File: config.mk
export PLATFORM = sky130hd
export DESIGN_NAME = pixel_class_counter
export DESIGN_NICKNAME = d
export VERILOG_FILES = /design/src/rtl/pixel_class_counter.sv
export SDC_FILE = /design/constraint.sdc
export NUM_CORES = 1
export LEC_CHECK = 0
export CORE_ASPECT_RATIO = 0.7
export CORE_MARGIN = 5
export CORE_UTILIZATION = 45
export CTS_BUF_LIST = sky130_fd_sc_hd__clkbuf_2 sky130_fd_sc_hd__clkbuf_4 sky130_fd_sc_hd__clkbuf_8
export CTS_CLUSTER_DIAMETER = 30
export CTS_CLUSTER_SIZE = 40
export DETAILED_ROUTE_END_ITERATION = 12
export GPL_ROUTABILITY_DRIVEN = 0
export PLACE_DENSITY = 0.67
export SYNTH_ARGS = -nofsm -noshare
export SYNTH_HDL_FRONTEND = slang
export SYNTH_SLANG_ARGS = --single-unit
File: constraint.sdc
create_clock -name clk -period 10.7 [get_ports clk]
set_clock_uncertainty 0.15 [all_clocks]
set_input_delay 2.14 -clock clk [delete_from_list [all_inputs] [get_ports clk]]
set_output_delay 2.14 -clock clk [all_outputs]
set_load 0.05 [all_outputs]
File: src/rtl/pixel_class_counter.sv
// Purpose : classifies each pixel by its dominant channel, keeps per-image
//           per-channel count and sum, and reports the dominant channel of
//           the image (tag, type, count, sum) through a result register.
// Latency : last pixel accepted at edge k -> img_valid=1 after edge k+1
//           when the result register is free (one RESOLVE cycle per image).
// Backpressure: the result is held under img_ready=0. The next image
//           accumulates fully, then waits in RESOLVE with pixel_ready=0.
//           pixel_ready is a registered state decode with no combinational
//           path from img_ready.
// Ports   : clk/rst (sync, active-high); pixel_valid/pixel_ready/pixel_data
//           [N_CH]/pixel_tag in; img_valid/img_ready/img_tag/img_type/
//           img_num/img_sum out.
// Option  : `define PIXEL_LAST_EN adds input pixel_last, which ends an image
//           early on an accepted pixel with pixel_last=1.
module pixel_class_counter #(
   parameter int N_CH     = 3,
   parameter int PIX_BIT  = 8,
   parameter int TAG_BIT  = 8,
   parameter int IMG_SIZE = 1024,
   parameter int TYPE_BIT = $clog2(N_CH),
   parameter int CNT_BIT  = $clog2(IMG_SIZE + 1),
   parameter int SUM_BIT  = PIX_BIT + CNT_BIT
) (
   input  logic                clk,
   input  logic                rst,
   input  logic                pixel_valid,
   output logic                pixel_ready,
   input  logic [PIX_BIT-1:0]  pixel_data [N_CH],
   input  logic [TAG_BIT-1:0]  pixel_tag,
`ifdef PIXEL_LAST_EN
   input  logic                pixel_last,
`endif
   output logic                img_valid,
   input  logic                img_ready,
   output logic [TAG_BIT-1:0]  img_tag,
   output logic [TYPE_BIT-1:0] img_type,
   output logic [CNT_BIT-1:0]  img_num,
   output logic [SUM_BIT-1:0]  img_sum
);

   typedef enum logic {
      ST_ACC     = 1'b0,
      ST_RESOLVE = 1'b1
   } state_t;

   localparam logic [CNT_BIT-1:0] C_LAST_IDX = CNT_BIT'(IMG_SIZE - 1);

   state_t              r_state;
   logic                r_pixel_ready;
   logic [CNT_BIT-1:0]  r_idx;
   logic [TAG_BIT-1:0]  r_tag;
   logic [CNT_BIT-1:0]  r_cnt [N_CH];
   logic [SUM_BIT-1:0]  r_sum [N_CH];

   logic                r_img_valid;
   logic [TAG_BIT-1:0]  r_img_tag;
   logic [TYPE_BIT-1:0] r_img_type;
   logic [CNT_BIT-1:0]  r_img_num;
   logic [SUM_BIT-1:0]  r_img_sum;

   logic [TYPE_BIT-1:0] w_cls;
   logic [PIX_BIT-1:0]  w_max;
   logic [TYPE_BIT-1:0] w_type;
   logic [CNT_BIT-1:0]  w_best_cnt;
   logic                w_accept;
   logic                w_last;
   logic                w_res_free;

   // Pixel class: strict '>' keeps the lowest index on ties.
   always_comb begin
      w_cls = '0;
      w_max = pixel_data[0];
      for (int c = 1; c < N_CH; c++) begin
         if (pixel_data[c] > w_max) begin
            w_max = pixel_data[c];
            w_cls = TYPE_BIT'(c);
         end
      end
   end

   // Dominant type of the image: argmax over counts, lowest index on ties.
   always_comb begin
      w_type     = '0;
      w_best_cnt = r_cnt[0];
      for (int c = 1; c < N_CH; c++) begin
         if (r_cnt[c] > w_best_cnt) begin
            w_best_cnt = r_cnt[c];
            w_type     = TYPE_BIT'(c);
         end
      end
   end

   assign w_accept = pixel_valid && r_pixel_ready;

`ifdef PIXEL_LAST_EN
   assign w_last = (r_idx == C_LAST_IDX) || pixel_last;
`else
   assign w_last = (r_idx == C_LAST_IDX);
`endif

   // Result register can take a new value if empty or draining this cycle.
   assign w_res_free = !r_img_valid || img_ready;

   always_ff @(posedge clk) begin
      if (rst) begin
         r_state       <= ST_ACC;
         r_pixel_ready <= 1'b1;
         r_idx         <= '0;
         r_tag         <= '0;
         for (int c = 0; c < N_CH; c++) begin
            r_cnt[c] <= '0;
            r_sum[c] <= '0;
         end
         r_img_valid   <= 1'b0;
         r_img_tag     <= '0;
         r_img_type    <= '0;
         r_img_num     <= '0;
         r_img_sum     <= '0;
      end else begin
         // Drain first; a reload below in the same cycle overrides this.
         if (r_img_valid && img_ready) begin
            r_img_valid <= 1'b0;
         end

         case (r_state)
            ST_ACC: begin
               if (w_accept) begin
                  r_cnt[w_cls] <= r_cnt[w_cls] + CNT_BIT'(1);
                  r_sum[w_cls] <= r_sum[w_cls] + SUM_BIT'(w_max);
                  r_idx        <= r_idx + CNT_BIT'(1);
                  if (r_idx == '0) begin
                     r_tag <= pixel_tag;
                  end
                  if (w_last) begin
                     r_state       <= ST_RESOLVE;
                     r_pixel_ready <= 1'b0;
                  end
               end
            end

            ST_RESOLVE: begin
               if (w_res_free) begin
                  r_img_valid <= 1'b1;
                  r_img_tag   <= r_tag;
                  r_img_type  <= w_type;
                  r_img_num   <= w_best_cnt;
                  r_img_sum   <= r_sum[w_type];
                  r_idx       <= '0;
                  for (int c = 0; c < N_CH; c++) begin
                     r_cnt[c] <= '0;
                     r_sum[c] <= '0;
                  end
                  r_state       <= ST_ACC;
                  r_pixel_ready <= 1'b1;
               end
            end

            default: begin
               r_state       <= ST_ACC;
               r_pixel_ready <= 1'b1;
            end
         endcase
      end
   end

   assign pixel_ready = r_pixel_ready;
   assign img_valid   = r_img_valid;
   assign img_tag     = r_img_tag;
   assign img_type    = r_img_type;
   assign img_num     = r_img_num;
   assign img_sum     = r_img_sum;

endmodule

==> results.md, run 1 <==
- GR Util met1: 29.21%
- CP Data Arrival Time: 8.50 ns
- Dpl cell area: 9628 µm²
- # DRC: 0
- Number of DRC markers in iteration 0: ~620
- Post-synthesis cell type count: 68
- Max transition margin: a little over a third
- Crit end category: flop
- Design Area, Final: 10060 µm²
- WL per Instance: 18.39 µm
- Die area: between 20000 and 25000 µm²
- Worst Path Max Fanout: 35
- Setup TNS: 0 ns
- Status: completed
- CTS H-tree depth: 4
- Final setup violation count: 0
- Synth Cell Area: 8612 µm²
- Detailed Route WL: 23040 µm
- CTS Buf Count: 17
- Antenna Cells: 0
- Layout area overhead: 16.77%
- Largest stage delay on the critical path: 0.57 ns
- Minimum clock period: roughly 8.5 ns
- Nets@finish: ~1100
- Antenna Nets Post-Route: 0
- Post-CTS setup buffers: 0
- CTS sink count: 152
- Core Area: about 19000 µm²
- Period utilisation layout: 79.02%
- Vias in the first global route: approximately 7000
- Total power: 1.805 mW
- Worst Tran Pin Value: roughly 0.94 ns
- Total GRT Usage: 20.70%
- Die X: 175.3 µm
- Starting density of the core: 45.65%
- Slowest-stage cell, CP: nand2_2
- CP Buf/Inv Count: 4
- Min-Delay Path Class: reg -> reg
- Dpl hpwl: around 16000 µm
- Highest Clock Rate: 0.1183 GHz
- Synth area leaders: edfxtp_1 (31%), dfxtp_1 (14%), ha_1 (7.1%)
- Via count: a little over 7000
- Largest net degree at the start of global routing: 61
- FP Rows: 42
- Post-synth EDFFs: 90
- Post-Synthesis Cells: between 900 and 1000
- Post-synth top flop: edfxtp_1
- Gr busiest metal: met2
- Met2 GRT Util: between 30% and 40%
- Critical Path Most Common Cell: ha_1
- Share of layout cells above drive strength 1: under 10%
- Delay-heaviest family, CP: simple AND/OR/NAND/NOR gates
- I/O Buffers: 77
- Async set-reset flop share out of synthesis: 0%
- Max-slew violation count: 0
- Clk buf depth: 2
- DR pass1 iterations: 5
- VDD IR max: 0.00008141 V
- Grt ovf: 0
- M3 GR Usage: 3.835%
- #FFs+latches synth: 152
- Final Instance Count excl. Fillers: 1253
- Ys Warns: 0
- First-pass GRT wire length: roughly 37000 µm
- Via/cell ratio: 5.770
- Top cell type's share of synthesized area: between 30% and 40%
- Crit path launch type: input port
- Post-cts sizing count: 0
- Max Cap Viol: 0
- Clock Latency Late Sink: around 0.46 ns
- Clk root buf: clkbuf_8
- Initial antenna violation count: 0
- Hold slack: 0.3037 ns
- I/O pins: 78
- Seq/Total Area, Yosys: 45.79%
- TritonCTS clock tree: yes
- Die Ht: 125.7 µm
- Final hold vios: 0
- PD cells: 179.5 nW/µm²
- Mean Syn Cell Area: 9.201 µm²
- CP required: 10.74 ns
- Hold_buf cts: 0
- Critical path type: in -> reg
- RSZ-0062 raised after global routing: false
- Syn Nets: 1022
- Placed cells: ~1200
- P_leak: a little under 4 nW
- Cell taking the most area after synthesis: edfxtp_1
- Clk slew on worst S/H paths: 0.08 ns
[tightest hold or removal path: cells and delay by family (launching register included)]
family,cells,cell delay (ns)
DFF,1,0.31
and+or+nand+nor,1,0.05
AOI/OAI and AO/OA,1,0.05
[Yosys cell counts, drive strengths merged, types with 24 or more instances]
cell / number
nand2: 124
o211ai: 33
inv: 30
ha: 49
nand3: 25
edfxtp: 90
a21oi: 78
mux2i: 39
o21ai: 24
dfxtp: 62
nor2: 159
clkbuf: 39
[cells by family (layout without fill, tap and decap cells)]
group | after synthesis | after routing | synth area share (%)
mux | 42 | 42 | 4.925
flops | 152 | 152 | 45.79
simple gates | 381 | 381 | 19.83
compound gates | 198 | 198 | 14.99
fa+ha+maj | 50 | 50 | 7.351
buf+inv | 82 | 157 | 3.865
xor+xnor | 31 | 31 | 3.240
[state kept, by name, summed over array words and instances (netlist names)]
register,cells
img_num,11
img_sum,19
img_tag,8
img_type,2
img_valid,1
pixel_ready,1
r_cnt,33
r_idx,11
r_state,1
r_sum,57
r_tag,8
[path summary, 6_finish.rpt]
| check | start | to | slack (ns) | depth (start not counted) |
|---|---|---|---|---|
| min | img_type[0]$_SDFFE_PP0P_ | img_type[0]$_SDFFE_PP0P_ | 0.30 | 2 |
| max | pixel_data[19] | r_sum[1][16]$_SDFFCE_PN0P_ | 2.24 | 26 |
| min reg2reg | img_type[0]$_SDFFE_PP0P_ | img_type[0]$_SDFFE_PP0P_ | 0.30 | 2 |
| max reg2reg | r_cnt[1][10]$_SDFFCE_PN0P_ | img_num[0]$_SDFFE_PP0P_ | 5.56 | 17 |
[layer usage]
layer | up-vias | wire length, µm
met5 | - | 0
met4 | 0 | 348
met3 | 36 | 1568
met2 | 263 | 10310
met1 | 3457 | 10820
li1 | 3474 | -
[cell usage in the layout, fill, tap and decap left out, types with 8 or more instances in the layout]
cell type and count:
nor2_1 158, nand2_1 122, edfxtp_1 90, a21oi_1 78, clkdlybuf4s50_1 76, dfxtp_1 62
ha_1 49, mux2i_1 39, o211ai_1 32, inv_1 30, nand3_1 24, o21ai_0 20
xor2_1 19, clkbuf_8 19, nor3_1 18, buf_4 18, nand4_1 13, a31oi_1 12
xnor2_1 11, nor2b_1 9, a21o_1 8, o21a_1 8, and3_1 8
[report_power, final]
part,switching [mW],total [mW],internal [mW]
logic,0.407,0.631,0.224
registers,0.0280,0.698,0.670
clock network,0.228,0.476,0.248
total,0.663,1.81,1.14
[metrics by stage]
step           setup slack [ns]  util (%)
4_1_cts                   2.362     53.30
5_1_grt                   1.723     53.30
3_3_place_gp              2.033     51.03
6_report                  2.245     53.30
2_1_floorplan             2.348         -
3_5_place_dp              1.911     51.03
[area by class of cell]
cell class / instances / area [µm²]
Clock buffer: 20 / 266.5
Clock inverter: 12 / 161.4
Fill cell: 1741 / 8810
Inverter: 30 / 112.6
Multi-Input combinational cell: 702 / 4368
Sequential cell: 152 / 3944
Tap cell: 242 / 302.8
Timing Repair Buffer: 95 / 900.9
(Power assumes the default switching activity.)
==> run 2: changes to the inputs <==
clock period = 8.61 ns   (was 10.7 ns; I/O delays follow)
==> run 2 against run 1 <==
Cell area rose by 0.20%. Highest routed layer unchanged. Worst setup slack got worse by 1.4 ns. Sequential power rose by 24%. Via count fell by 1.2%. Worst hold slack barely moved. Global-route usage barely moved. Core utilization rose by 0.11 points.
==> results.md, run 2 (synthesis gave the netlist of run 1 again) <==
- Post-cts sizing count: 0
- Largest register FFs: 57
- # DRC: 0
- VDD IR max: ~0.000095 V
- Worst setup path start: pixel_data[19]
- Critical path type: in -> reg
- Reg2reg end: img_num[0]$_SDFFE_PP0P_
- Commonest non-fill, non-tap cell in the layout: nor2_1
- Min-Delay Path Class: reg -> reg
- Die X: 175.3 µm
- Clock Latency Late Sink: 0.46 ns
- Crit end category: flop
- RSZ-0062 raised after global routing: false
- TritonCTS clock tree: yes
- Setup TNS: 0 ns
- Worst Hold Endpoint: img_tag[1]$_SDFFE_PP0P_
- Via/cell ratio: 5.685
- Dpl hpwl: 15650 µm
- CTS H-tree depth: 4
- I/O pins: just under 80
- Biggest register: r_sum
- Via count: 7140
- Clk root buf: clkbuf_8
- Status: completed
- Die Ht: 125.7 µm
- CTS sink count: 152
- Number of DRC markers in iteration 0: 611
- CP Data Arrival Time: 7.77 ns
- Final Instance Count excl. Fillers: 1256
- Period utilisation layout: 89.69%
- DR pass1 iterations: 5
- Nets@finish: around 1100
- CP required: ~8.7 ns
- Clk slew on worst S/H paths: 0.08 ns
- P_leak: 3.899 nW
- Worst setup margin: 0.8873 ns
- WL per Instance: 18.06 µm
- Total GRT Usage: between 20% and 30%
- Reg area: between 3000 and 4000 µm²
- Vias in the first global route: 6878
- Final hold vios: 0
- Dpl ws: between 0.5 and 0.6 ns
- Clk buf depth: 2
- Max-slew violation count: 0
- Max transition margin: between 50 and 60%
- Antenna Nets Post-Route: 0
- FP Rows: between 40 and 50
- Largest stage delay on the critical path: ~0.46 ns
- Hold depth: 2
- Core Area: 18870 µm²
- Crit path launch type: input port
- Delay-heaviest family, CP: simple AND/OR/NAND/NOR gates
- Worst Tran Pin Value: about 0.74 ns
- Detailed Route WL: 22680 µm
- Slowest-stage cell, CP: clkdlybuf4s50_1
- Reg-to-reg slack, setup: 2.92 ns
- Worst Path Max Fanout: 20
- Layout area overhead: 17.00%
- Area of the multi-input gates: 4368 µm²
- Share of layout cells above drive strength 1: 8.087%
- Initial antenna violation count: 0
- Minimum clock period: just under 8 ns
- I/O Buffers: 77
- Total power: roughly 2.3 mW
- First-pass GRT wire length: 36620 µm
- Highest Clock Rate: 0.1295 GHz
- PD cells: 223.8 nW/µm²
- Max Cap Viol: 0
- Hold_sp: r_tag[1]$_SDFFE_PP0P_
- CTS Buf Count: 17
- Hold_buf cts: 0
- FF-to-FF path depth: 18
- Grt ovf: 0
- Post-CTS setup buffers: 0
- Filler cells: ~1700
- Placed cells: approximately 1200
- Final setup violation count: 0
- Worst R2R Start: r_cnt[1][7]$_SDFFCE_PN0P_
- Largest net degree at the start of global routing: 61
- CP Buf/Inv Count: 5
- Die area: ~22000 µm²
- Most frequent cells in the layout: nor2_1 (158), nand2_1 (122), edfxtp_1 (90)
- Antenna Cells: 0
- Starting density of the core: 45.65%
-- run 2: cell types whose count changed in the layout (fill, tap and decap cells not counted), sizes merged --
| cell | delta |
|---|---|
| clkbuf | -1 |
| buf | +3 |
| inv | +1 |
-- run 2: worst min-delay path, cell delays in order (launching register included) --
cell and delay [ns]:
dfxtp_1 0.32, nand2_1 0.05, a21oi_1 0.05
-- run 2: power by group --
group / total, mW / internal [mW] / leakage, nW / switching (mW)
clock network: 0.597 / 0.306 / 0.223 / 0.291
registers: 0.868 / 0.833 / 1.44 / 0.0344
logic: 0.790 / 0.285 / 2.24 / 0.505
-- run 2: metal layers --
metal  share of wire, %  global-route usage, %  vias to the layer above
li1                   -                      -                     3470
met3                6.7                  4.044                       27
met4                1.7                  6.602                        0
met1                 48                  30.40                     3390
met2                 43                  30.94                      253
met5                  0                      0                        -
-- run 2: through the flow --
step                      util, %  hold slack (ns)  instance area (µm²)
final                       53.41           0.3039                10080
after global placement      51.15           0.2876                 9651
after detailed placement    51.15           0.2917                 9651
after floorplan                 -           0.2816                 8612
after global routing        53.41           0.3277                10080
after CTS                   53.41           0.3040                10080
-- run 2: worst max-delay path by stage --
stage,end,slack [ns],cells after the start
after detailed placement,r_sum[0][16]$_SDFFCE_PN0P_,0.52,26
after floorplan,r_sum[2][16]$_SDFFCE_PN0P_,0.68,31
after global placement,r_sum[1][16]$_SDFFCE_PN0P_,0.66,26
after CTS,r_sum[0][16]$_SDFFCE_PN0P_,0.99,26
final,r_sum[1][14]$_SDFFCE_PN0P_,0.89,26
after global routing,r_sum[0][16]$_SDFFCE_PN0P_,0.50,26
-- run 2: layout make-up --
class | instances | share of cell area (%)
Inverter | 30 | 1.118
Tap cell | 242 | 3.005
Timing Repair Buffer | 98 | 9.164
Sequential cell | 152 | 39.14
Clock buffer | 19 | 2.595
Multi-Input combinational cell | 702 | 43.35
Clock inverter | 13 | 1.627
==> run 3: changes to the inputs <==
ABC_CLOCK_PERIOD_IN_PS = 8610   (was not set)
REMOVE_ABC_BUFFERS = 1   (was not set)
==> run 3 against run 2 <==
Worst setup slack gained 0.14 ns. Maximum frequency grew 1.8%. Combinational power grew 0.8%. First-iteration DRC count shrank 13%. Critical path type unchanged. Critical endpoint is now r_sum[2][16]$_SDFFCE_PN0P_. Largest power group unchanged. Highest routed layer unchanged.
==> results.md, run 3 (synthesis gave the netlist of run 1 again) <==
- Grt ovf: 0
- Max-slew violation count: 0
- FP Rows: 42
- I/O Buffers: 77
- P_leak: 3.862 nW
- Worst Tran Pin Value: 0.9649 ns
- Via/cell ratio: 5.624
- TritonCTS clock tree: yes
- PD cells: 222.3 nW/µm²
- Minimum clock period: about 7.6 ns
- Highest Clock Rate: 0.1319 GHz
- Slowest-stage cell, CP: or4_4
- Vias in the first global route: roughly 7000
- Hold depth: 2
- Clk slew on worst S/H paths: 0.09 ns
- Reg-to-reg slack, setup: 3.38 ns
- RSZ-0062 raised after global routing: false
- Largest net degree at the start of global routing: 60
- Clock Latency Late Sink: 0.46 ns
- Die area: between 20000 and 25000 µm²
- Worst R2R Start: r_cnt[1][6]$_SDFFCE_PN0P_
- Min-Delay Path Class: reg -> reg
- Nets@finish: between 1000 and 1500
- Clk root buf: clkbuf_8
- Die Ht: between 100 and 150 µm
- Antenna Cells: 0
- Final setup violation count: 0
- Largest stage delay on the critical path: 0.55 ns
- Reg2reg end: img_num[0]$_SDFFE_PP0P_
- CP Data Arrival Time: 7.64 ns
- Starting density of the core: a little under half
- DR pass1 iterations: 5
- Commonest non-fill, non-tap cell in the layout: nor2_1
- Die X: 175.3 µm
- Gr busiest metal: met2
- Crit path launch type: input port
- Biggest register: r_sum
- Core Area: about 19000 µm²
- Worst Path Max Fanout: 19
- # DRC: 0
- Hold_sp: img_num[3]$_SDFFE_PP0P_
- Total GRT Usage: between 20% and 30%
- CP Buf/Inv Count: 5
- Reg area: 3944 µm²
- Max Cap Viol: 0
- Area of the multi-input gates: 4370 µm²
- Period utilisation layout: 88.08%
- Initial antenna violation count: 0
- Via count: a little over 7000
- Setup TNS: 0 ns
- Hold_buf cts: 0
- Final hold vios: 0
- CTS H-tree depth: 4
- Largest register FFs: 57
- Crit end category: flop
- CTS Buf Count: 17
- I/O pins: 78
- CTS sink count: 152
- Most frequent cells in the layout: nor2_1 (158), nand2_1 (121), edfxtp_1 (90)
- Delay-heaviest family, CP: simple AND/OR/NAND/NOR gates
- Max transition margin: between 30 and 40%
- Status: completed
- CP required: 8.67 ns
- Number of DRC markers in iteration 0: approximately 530
- Layout area overhead: 16.68%
- M3 GR Usage: approximately 5.2%
- Dpl hpwl: approximately 15000 µm
- WL per Instance: 18.08 µm
- Detailed Route WL: 22690 µm
- Share of layout cells above drive strength 1: just under 8%
- FF-to-FF path depth: 17
- Post-CTS setup buffers: 0
- First-pass GRT wire length: 36550 µm
- Filler cells: 1730
- Worst setup margin: 1.026 ns
- Post-cts sizing count: 0
- Worst Hold Endpoint: img_num[3]$_SDFFE_PP0P_
- VDD IR max: 0.00008729 V
- Critical path type: in -> reg
- Dpl ws: approximately 0.60 ns
- Clk buf depth: 2
- Met2 GRT Util: 31.65%
- GR Util met1: 29.79%
- Antenna Nets Post-Route: 0
## run 3: worst max path at each step
stage	startpoint	endpoint	slack [ns]	depth (start not counted)
after global placement	pixel_data[19]	r_sum[2][16]$_SDFFCE_PN0P_	0.72	26
after global routing	pixel_data[19]	r_sum[2][18]$_SDFFCE_PN0P_	0.59	27
after detailed placement	pixel_data[19]	r_sum[2][16]$_SDFFCE_PN0P_	0.60	26
after floorplan	pixel_data[19]	r_sum[2][18]$_SDFFCE_PN0P_	0.42	25
final	pixel_data[19]	r_sum[2][16]$_SDFFCE_PN0P_	1.03	25
after CTS	pixel_data[19]	r_sum[2][16]$_SDFFCE_PN0P_	1.09	26
## run 3: tightest hold or removal path: cells and delay by family, from the launching register on
family / cells / cell delay [ns]
flops: 1 / 0.31
simple gates: 1 / 0.05
compound gates: 1 / 0.05
## run 3: where the power goes
| part | leakage (nW) | switching [mW] | internal, mW |
|---|---|---|---|
| clock network | 0.190 | 0.279 | 0.290 |
| logic | 2.23 | 0.509 | 0.286 |
| registers | 1.44 | 0.0357 | 0.833 |
## run 3: routing by layer
| layer | vias up | part of all wire, % |
|---|---|---|
| met5 | - | 0 |
| met4 | 0 | 1.2 |
| met3 | 22 | 7.8 |
| met2 | 235 | 43 |
| met1 | 3334 | 48 |
| li1 | 3467 | - |
## run 3: layout make-up
class                   count  share of cell area [%]
repair buffers             97                   9.115
inverters                  30                   1.121
clock buffers              19                   2.478
clock inverters            13                   1.532
well taps                 242                   3.013
flip-flops and latches    152                   39.25
multi-input cells         702                   43.49
## run 3: through the flow
| step | cells | hold WS, ns | utilization [%] | power, mW | cell area (µm²) |
|---|---|---|---|---|---|
| after detailed placement | 1223 | 0.2937 | 51.13 | 1.662 | 9646 |
| after floorplan | 884 | 0.2755 | - | 1.432 | 8392 |
| after global routing | 1255 | 0.3237 | 53.26 | 2.362 | 10050 |
| after CTS | 1255 | 0.3048 | 53.26 | 2.231 | 10050 |
| final | 1255 | 0.3012 | 53.26 | 2.234 | 10050 |
| after global placement | 1223 | 0.2889 | 51.13 | 1.656 | 9646 |
